`src/rtl/flush_array.sv`:
```
// flush_array: small set-indexed storage array with per-byte write masks,
// two combinational read ports with write-to-read forwarding, and an
// optional flush sweep that invalidates every set one per cycle.
// Optional feature macro: FLUSH_ARRAY_FLUSH_EN (flush FSM, sweep counter, busy).
// With the macro undefined, flush is ignored and busy is tied low.

// One read port: returns stored entry, merged with a same-cycle write when
// the write targets the same set, and blanks everything while busy.
module flush_array_rport #(
  parameter int s_index = 3,
  parameter int width   = 32
) (
  input  logic                                 read,
  input  logic [s_index-1:0]                   rindex,
  input  logic [(2**s_index)-1:0][width-1:0]   mem_data,
  input  logic [(2**s_index)-1:0]              mem_valid,
  input  logic                                 load,
  input  logic [s_index-1:0]                   windex,
  input  logic [(width/8)-1:0]                 wmask,
  input  logic [width-1:0]                     datain,
  input  logic                                 busy,
  output logic [width-1:0]                     dataout,
  output logic                                 valid
);
  localparam int s_mask = width / 8;

  logic hit;
  assign hit = load & (rindex == windex) & (|wmask);

  // Read mux with byte-wise forwarding of the in-flight write.
  always_comb begin
    dataout = '0;
    valid   = 1'b0;
    if (read && !busy) begin
      dataout = mem_data[rindex];
      valid   = mem_valid[rindex];
      if (hit) begin
        for (int b = 0; b < s_mask; b++)
          if (wmask[b]) dataout[8*b +: 8] = datain[8*b +: 8];
        valid = 1'b1;
      end
    end
  end
endmodule

module flush_array #(
  parameter int s_index = 3,
  parameter int width   = 32
) (
  input  logic                    clk,
  input  logic                    rst,
  input  logic                    read0,
  input  logic [s_index-1:0]      rindex0,
  output logic [width-1:0]        dataout0,
  output logic                    valid0,
  input  logic                    read1,
  input  logic [s_index-1:0]      rindex1,
  output logic [width-1:0]        dataout1,
  output logic                    valid1,
  input  logic                    load,
  input  logic [s_index-1:0]      windex,
  input  logic [(width/8)-1:0]    wmask,
  input  logic [width-1:0]        datain,
  input  logic                    flush,
  output logic                    busy
);
  localparam int sets   = 2**s_index;
  localparam int s_mask = width / 8;
  localparam int NUM_RP = 2;

  typedef struct packed {
    logic                en;
    logic [s_index-1:0]  idx;
    logic [s_mask-1:0]   mask;
    logic [width-1:0]    data;
  } wreq_t;

  logic [sets-1:0][width-1:0] mem_data;
  logic [sets-1:0]            mem_valid;

  logic                sweep_clr;
  logic [s_index-1:0]  sweep_idx;
  logic                flush_take;
  wreq_t               wreq;

`ifdef FLUSH_ARRAY_FLUSH_EN
  typedef enum logic {IDLE = 1'b0, SWEEP = 1'b1} state_t;
  localparam logic [s_index-1:0] LAST = s_index'(sets - 1);

  state_t             state, state_nxt;
  logic [s_index-1:0] cnt, cnt_nxt;

  // Sweep state and counter registers.
  always_ff @(posedge clk or negedge rst) begin
    if (!rst) begin
      state <= IDLE;
      cnt   <= '0;
    end else begin
      state <= state_nxt;
      cnt   <= cnt_nxt;
    end
  end

  // Next state: start on flush from IDLE, walk every set once, then return.
  always_comb begin
    state_nxt = state;
    cnt_nxt   = cnt;
    case (state)
      IDLE: if (flush) begin
        state_nxt = SWEEP;
        cnt_nxt   = '0;
      end
      SWEEP: if (cnt == LAST) begin
        state_nxt = IDLE;
        cnt_nxt   = '0;
      end else begin
        cnt_nxt = cnt + s_index'(1);
      end
      default: begin
        state_nxt = IDLE;
        cnt_nxt   = '0;
      end
    endcase
  end

  assign busy       = (state == SWEEP);
  assign flush_take = (state == IDLE) & flush;
  assign sweep_clr  = busy;
  assign sweep_idx  = cnt;
`else
  logic unused_flush;
  assign unused_flush = flush;
  assign busy       = 1'b0;
  assign flush_take = 1'b0;
  assign sweep_clr  = 1'b0;
  assign sweep_idx  = '0;
`endif

  // A flush accepted this cycle wins over a concurrent write.
  assign wreq = '{en: load & ~busy & ~flush_take, idx: windex, mask: wmask, data: datain};

  // Storage: byte-masked writes and sweep invalidation.
  always_ff @(posedge clk or negedge rst) begin
    if (!rst) begin
      mem_data  <= '0;
      mem_valid <= '0;
    end else begin
      if (wreq.en) begin
        for (int b = 0; b < s_mask; b++)
          if (wreq.mask[b]) mem_data[wreq.idx][8*b +: 8] <= wreq.data[8*b +: 8];
        if (|wreq.mask) mem_valid[wreq.idx] <= 1'b1;
      end
      if (sweep_clr) mem_valid[sweep_idx] <= 1'b0;
    end
  end

  logic [NUM_RP-1:0]                rp_read;
  logic [NUM_RP-1:0][s_index-1:0]   rp_idx;
  logic [NUM_RP-1:0][width-1:0]     rp_data;
  logic [NUM_RP-1:0]                rp_valid;

  assign rp_read = {read1, read0};
  assign rp_idx  = {rindex1, rindex0};
  assign dataout0 = rp_data[0];
  assign dataout1 = rp_data[1];
  assign valid0   = rp_valid[0];
  assign valid1   = rp_valid[1];

  for (genvar p = 0; p < NUM_RP; p++) begin : g_rp
    flush_array_rport #(.s_index(s_index), .width(width)) u_rp (
      .read      (rp_read[p]),
      .rindex    (rp_idx[p]),
      .mem_data  (mem_data),
      .mem_valid (mem_valid),
      .load      (load),
      .windex    (windex),
      .wmask     (wmask),
      .datain    (datain),
      .busy      (busy),
      .dataout   (rp_data[p]),
      .valid     (rp_valid[p])
    );
  end
endmodule

```
`config.mk`:
```
export PLATFORM = sky130hd
export DESIGN_NAME = flush_array
export DESIGN_NICKNAME = d
export VERILOG_FILES = /design/src/rtl/flush_array.sv
export SDC_FILE = /design/constraint.sdc
export NUM_CORES = 1
export LEC_CHECK = 0
export ABC_AREA = 1
export ABC_CLOCK_PERIOD_IN_PS = 2850
export CAP_MARGIN = 20
export CELL_PAD_IN_SITES_DETAIL_PLACEMENT = 1
export CELL_PAD_IN_SITES_GLOBAL_PLACEMENT = 2
export CORE_MARGIN = 8
export CORE_UTILIZATION = 33
export CTS_CLUSTER_DIAMETER = 60
export DETAILED_ROUTE_END_ITERATION = 7
export GPL_ROUTABILITY_DRIVEN = 0
export PLACE_DENSITY_LB_ADDON = 0.15
export SLEW_MARGIN = 5
export SYNTH_ARGS = -nofsm -noshare
export SYNTH_HDL_FRONTEND = slang
export SYNTH_SLANG_ARGS = --single-unit
export TNS_END_PERCENT = 20
```
`constraint.sdc`:
```
create_clock -name clk -period 2.85 [get_ports clk]
set_input_delay 0.855 -clock clk [delete_from_list [all_inputs] [get_ports clk]]
set_output_delay 0.855 -clock clk [all_outputs]
set_load 0.02 [all_outputs]
```
[Word-level counts from Yosys, hierarchy flattened]
Index checks and enable logic that the tools add are counted.
Word-level totals
  flip-flop bits (word level): 264
  input bits: 51
  output and inout bits: 67
  word-level logic and storage cells: 68
Cells by class
  magnitude comparators: 4
  eq/ne operators: 2
  muxes and demuxes: 45
  bitwise logic cells: 5
  reduce and logical (&&, ||, !) cells: 3
Operators by type and width (count)
  two-way mux 256 bit: 7
  bitwise mux 256 bit: 4
  demux 32 bit (select 3 bit): 4
  two-way mux 32 bit: 7
  binary-select mux 32 bit (select 3 bit): 2
  two-way mux 8 bit: 9
  two-way mux 24 bit: 1
  two-way mux 16 bit: 1
  less-than comparator 3 x 4 -> 1 bit, second input constant: 3
  OR 8 bit: 1
  two-way mux 1 bit: 7
  binary-select mux 1 bit (select 3 bit): 2
  equality test 3 bit: 2
  AND 1 bit: 4
  OR reduction 4 bit: 1
  demux 1 bit (select 3 bit): 1
  greater-or-equal comparator 3 x 1 -> 1 bit, second input constant: 1
  AND reduction 2 bit: 1
  logical AND 1 bit: 1

[Depth between registers and ports, before layout]
  depth after elaboration: 15
  gate-level depth with buffers: 12
  gate-level depth less buffers: 9

[Cells and area by module]
From an unflattened synthesis, not the netlist that was laid out.
Second synthesis, totals
  cells, all modules: 2909
  area total of the unflattened synthesis: 17897.2 µm²
Modules (own cells, without submodules)
  flush_array: instances 1, cells each 1213, area an instance 10712.8 µm², sequential area each 6606.3 µm²
  flush_array_rport: instances 2, cells each 848, area an instance 3592.2 µm², sequential area each 0.0 µm²

[Worst setup path after synthesis]
No wires, ideal clock.
  path type: in2out
  from: in rindex1[2]
  to: out valid1
  data arrival time: 2.095 ns
  data required time: 1.995 ns
  setup slack: -0.100 ns
  stages on the path: 5
  path buffers: 3
  cells stage by stage: buf_2 clkbuf_1 buf_1 nand3_1 a31oi_1
On the way
  longest elaborated chain between the ends: 5
  elaborated cells between the ends (all ways): 7
  those cells by class: 1 x eq/ne; 4 x mux; 2 x bitwise
RTL lines
  start, declared: line 57  | input logic [s_index-1:0] rindex1,
  equality test 3 bit: line 28  | assign hit = load & (rindex == windex) & (|wmask);
  AND 1 bit (2 in a row): line 28
  two-way mux 1 bit *: line 37  | if (hit) begin
  two-way mux 1 bit *: line 34  | if (read && !busy) begin
  end, declared: line 59  | output logic valid1,
Every way passes the cells marked *; elsewhere a longest branch is shown, timed or not. The select of a mux whose other input is x is not followed.

[Final worst setup path]
  from: in rindex1[1]
  to: out dataout1[13]
On the way
  longest elaborated chain between the ends: 5
  elaborated cells between the ends (all ways): 8
  those cells by class: 1 x eq/ne; 5 x mux; 2 x bitwise
RTL lines
  binary-select mux 32 bit (select 3 bit) or equality test 3 bit (tied branches): line 35, 28
  two-way mux 32 bit (not written as such) or AND 1 bit (tied branches): line 35, 28
  two-way mux 8 bit or AND 1 bit (tied branches): line 39, 28
  two-way mux 32 bit *: line 37
  two-way mux 32 bit *: line 34
  end, declared: line 58  | output logic [width-1:0] dataout1,
Marked as above.

==> parameters.txt <==
Parameter                              Value

STA
  Pins over their slew limit    0
  Setup-violating endpoint count in the final report    65
  Share of the clock period used by the worst path    1.093
  Headroom to the max-slew limit    0.5821
  Hold Violations, Final    0
  Clk_skew    0 ps
  Minimum setup slack in the final design    -265.3 ps
  Minimum period implied by the final worst setup slack    3115 ps
  FMAX    321.0 MHz
  Setup repair after global routing missed its margin    true
  Slew at the pin closest to its max-slew limit    626.9 ps

Logic synthesis
  Number of cells produced by synthesis    2495
  Number of enable-type register cells in the synthesized netlist    0
  Ys async rst share    1.000
  Area of the mapped netlist    16140 µm²
  Number of nets in the synthesized netlist    2546
  Mapped Avg Cell Area    roughly 6.5 µm²
  Netlist cell types    25
  Register bit total from synthesis    between 200 and 300
  Top cells by area in the synthesized netlist    sky130_fd_sc_hd__dfrtp_1, sky130_fd_sc_hd__nand2_1, sky130_fd_sc_hd__nand3_1
  Area share of the largest cell type after synthesis    0.4092
  Post-synthesis sequential area ratio    0.4092
  Cell accounting for the most synthesized area    sky130_fd_sc_hd__dfrtp_1
  Yosys warning total    0
  Top flip-flop cell by instance count after synthesis    sky130_fd_sc_hd__dfrtp_1

Route
  Detailed-route wire length    around 74000 µm
  Vias post-DR    18110
  Detailed Routing Iterations Pass 1    5
  Residual antenna-violating net count after detailed routing    0
  Drt drc    0
  Routed wirelength normalized by instance count    21.89 µm
  Routed via count divided by cell count    5.332
  Iteration-0 DRC Markers    1064

Setup path
  Peak fanout along the critical path    6
  Crit path DAT    between 2000 and 2500 ps
  Crit end category    output pin
  Data required time at the worst endpoint    about 2000 ps
  Critical path start-end classification    primary input to output pin
  Nature of the critical path startpoint    primary input

Final layout
  Layout Area Growth over Synthesis    35.19%
  NumNets Final    2797
  Antenna cells    0
  Share of cells above drive strength 1    0.1817
  Filler cell count    6073

Floorplan
  Ports placed on the boundary    roughly 120
  Placement Rows    81
  Die span in y    237.2 µm
  Core area    approximately 49000 µm²
  Total die area    56260 µm²
  Width of the die    roughly 240 µm
  Starting Density    0.3319

Clocking
  Latest clock arrival within the worst-skew pair    approximately 550 ps
  Hold_buf cts    0
  CTS Buffer Depth    3
  TritonCTS clock tree    built
  Post-CTS clock slew at the launch and capture registers of the worst setup and hold paths    roughly 50 ps
  Buffer type at the clock tree root    sky130_fd_sc_hd__clkbuf_16
  CTS buffer count    38
  Maximum level of the CTS H-tree    2
  CTS Sinks    between 200 and 300

Power
  Worst vdd ir    0.0003642 V
  Register share of total power    0.376
  Static leakage power    0.01076 µW
  Switching share of total power    0.3409
  Switching power total    4692 µW
  Comb pwr share    0.266
  Internal Pwr Total    9072 µW
  Cell area power density    630.6 nW/µm²
  Clock power share    0.358
  Final Total Pwr    13760 µW

Worst hold path
  Worst Hold Class    primary input to asynchronous set/reset pin

Outcome
  Result of the run    finished with violations
  Failing checks    negative setup slack

Placed design
  Post-Place Worst Slack    -1309 ps
  Port Buffers    about 120
  Estimated wirelength of the detail-placed design    about 51000 µm

Global route
  Total congestion overflow after global routing    0
  Pin count of the biggest net entering global routing    66
  Number of antenna violations at the first check in global routing    0
  Vias in the first global route    ~19000
  GRT Overall Usage    0.2609
  Wire length of the first global-routing pass    115200 µm

Job
  Max-capacitance violation count    0
-- flip-flops by register name, summed over array words and instances (netlist names) --
name,flops
mem_valid,8
mem_data,256
-- Yosys cell counts, types with 4 or more instances --
library cell               count
sky130_fd_sc_hd__nor2_1      269
sky130_fd_sc_hd__o21bai_1      7
sky130_fd_sc_hd__buf_1        25
sky130_fd_sc_hd__clkbuf_1     73
sky130_fd_sc_hd__dfrtp_1     264
sky130_fd_sc_hd__nand4_1      62
sky130_fd_sc_hd__nor2_4       15
sky130_fd_sc_hd__nand3_1     247
sky130_fd_sc_hd__clkinv_1      4
sky130_fd_sc_hd__a21oi_1     132
sky130_fd_sc_hd__inv_2         6
sky130_fd_sc_hd__o21ai_0     210
sky130_fd_sc_hd__nand2_1     988
sky130_fd_sc_hd__inv_1       119
sky130_fd_sc_hd__buf_2        61
-- metal layers --
metal | GRT usage | vias to the layer above | part of all wire
li1 | - | 8528 | -
met1 | 0.3514 | 8935 | 0.45
met2 | 0.4312 | 503 | 0.47
met3 | 0.03370 | 142 | 0.047
met4 | 0.08500 | 0 | 0.032
met5 | 0 | - | 0
-- cell families (layout without fill, tap and decap cells) --
logic type | count (synthesis) | after routing | synth area share
xor+xnor | 2 | 2 | 0.001550
buf+inv | 289 | 568 | 0.07215
flops | 264 | 264 | 0.4092
compound gates | 352 | 352 | 0.1105
simple gates | 1587 | 1587 | 0.4063
other cells | 1 | 1 | 0.0002323
-- cell usage in the layout, fill, tap and decap left out, types with 2 or more instances in the layout --
| master | count |
|---|---|
| sky130_fd_sc_hd__dfrtp_1 | 264 |
| sky130_fd_sc_hd__inv_1 | 107 |
| sky130_fd_sc_hd__buf_12 | 56 |
| sky130_fd_sc_hd__clkbuf_1 | 5 |
| sky130_fd_sc_hd__nor2_1 | 230 |
| sky130_fd_sc_hd__nand4_1 | 62 |
| sky130_fd_sc_hd__a21oi_1 | 130 |
| sky130_fd_sc_hd__clkinv_4 | 5 |
| sky130_fd_sc_hd__o21ai_1 | 8 |
| sky130_fd_sc_hd__nand3_2 | 6 |
| sky130_fd_sc_hd__buf_2 | 2 |
| sky130_fd_sc_hd__nand3_1 | 241 |
| sky130_fd_sc_hd__nand2_1 | 975 |
| sky130_fd_sc_hd__o21bai_1 | 7 |
| sky130_fd_sc_hd__inv_4 | 2 |
| sky130_fd_sc_hd__inv_6 | 2 |
| sky130_fd_sc_hd__buf_4 | 224 |
| sky130_fd_sc_hd__buf_6 | 39 |
| sky130_fd_sc_hd__bufinv_16 | 4 |
| sky130_fd_sc_hd__o21ai_0 | 201 |
| sky130_fd_sc_hd__buf_8 | 5 |
| sky130_fd_sc_hd__clkinv_1 | 3 |
| sky130_fd_sc_hd__clkdlybuf4s50_1 | 34 |
| sky130_fd_sc_hd__bufbuf_16 | 5 |
| sky130_fd_sc_hd__nand2_2 | 13 |
| sky130_fd_sc_hd__buf_16 | 3 |
| sky130_fd_sc_hd__nor2_2 | 36 |
| sky130_fd_sc_hd__clkinvlp_4 | 2 |
| sky130_fd_sc_hd__clkbuf_8 | 6 |
| sky130_fd_sc_hd__xnor2_4 | 2 |
| sky130_fd_sc_hd__clkbuf_16 | 42 |
| sky130_fd_sc_hd__nand3_4 | 2 |
| sky130_fd_sc_hd__nor2_4 | 19 |
| sky130_fd_sc_hd__nand2_4 | 2 |
| sky130_fd_sc_hd__inv_2 | 13 |
| sky130_fd_sc_hd__clkinv_2 | 7 |
-- area by class of cell --
class | count | area, µm² | area share
multi-input combinational | 1942 | 8642 | 0.3960
sequential | 264 | 6606 | 0.3027
timing repair buffer | 371 | 3988 | 0.1827
clock buffer | 50 | 1077 | 0.04936
tap | 622 | 778.2 | 0.03566
inverter | 129 | 515.5 | 0.02362
clock inverter | 18 | 217.7 | 0.009975
-- repair_timing --
| item | in CTS | in global routing |
|---|---|---|
| setup buffers | 19 | 11 |
| pin swaps | 20 | 23 |
| gates cloned | 6 | 3 |
| endpoints found under the hold margin | 0 | 0 |
| setup endpoints to repair | 66 | 66 |
| gates resized for setup | 473 | 54 |
-- final timing paths --
path	slack, ps	to	cells past startpoint	from
setup / recovery	-270	dataout1[13]	12	rindex1[1]
hold / removal	280	mem_data[86]$_DFFE_PN0P_	1	rst
setup reg to reg	2140	mem_data[121]$_DFFE_PN0P_	2	mem_data[121]$_DFFE_PN0P_
hold reg to reg	490	mem_data[91]$_DFFE_PN0P_	2	mem_data[91]$_DFFE_PN0P_
max in group asynchronous	1810	mem_data[253]$_DFFE_PN0P_	2	rst
min in group clk	490	mem_data[91]$_DFFE_PN0P_	2	mem_data[91]$_DFFE_PN0P_
-- power by group through the flow --
| stage | Sequential [µW] | Combinational, µW | Clock [µW] |
|---|---|---|---|
| finish | 5170 | 3660 | 4930 |
| global placement | 5180 | 3390 | 0 |
| detailed placement | 5220 | 3490 | 0 |
| global route | 5290 | 4100 | 5170 |
| floorplan | 5060 | 2120 | 0 |
| CTS | 5160 | 3620 | 5050 |
-- worst max-delay path: stages --
cell and delay [ps]:
sky130_fd_sc_hd__buf_8 120, sky130_fd_sc_hd__inv_6 60, sky130_fd_sc_hd__nand2_2 60, sky130_fd_sc_hd__nand2_2 70, sky130_fd_sc_hd__nor2_4 150, sky130_fd_sc_hd__nand3_4 180
sky130_fd_sc_hd__buf_4 200, sky130_fd_sc_hd__nor2_4 130, sky130_fd_sc_hd__buf_12 130, sky130_fd_sc_hd__nor2_1 50, sky130_fd_sc_hd__nor2_2 100, sky130_fd_sc_hd__buf_6 130
-- through the flow --
step                setup TNS [ps]  area (µm²)  std cells  hold slack, ps  utilization
floorplan                    -3133       16190       2495           449.7            -
global placement            -73560       19730       3290           467.8       0.4055
detailed placement          -77740       19730       3290           476.3       0.4055
CTS                          -9359       21550       3383           282.7       0.4429
global route                -14460       21820       3396           306.3       0.4486
finish                       -9246       21820       3396           279.5       0.4486
(Power assumes the default switching activity.)
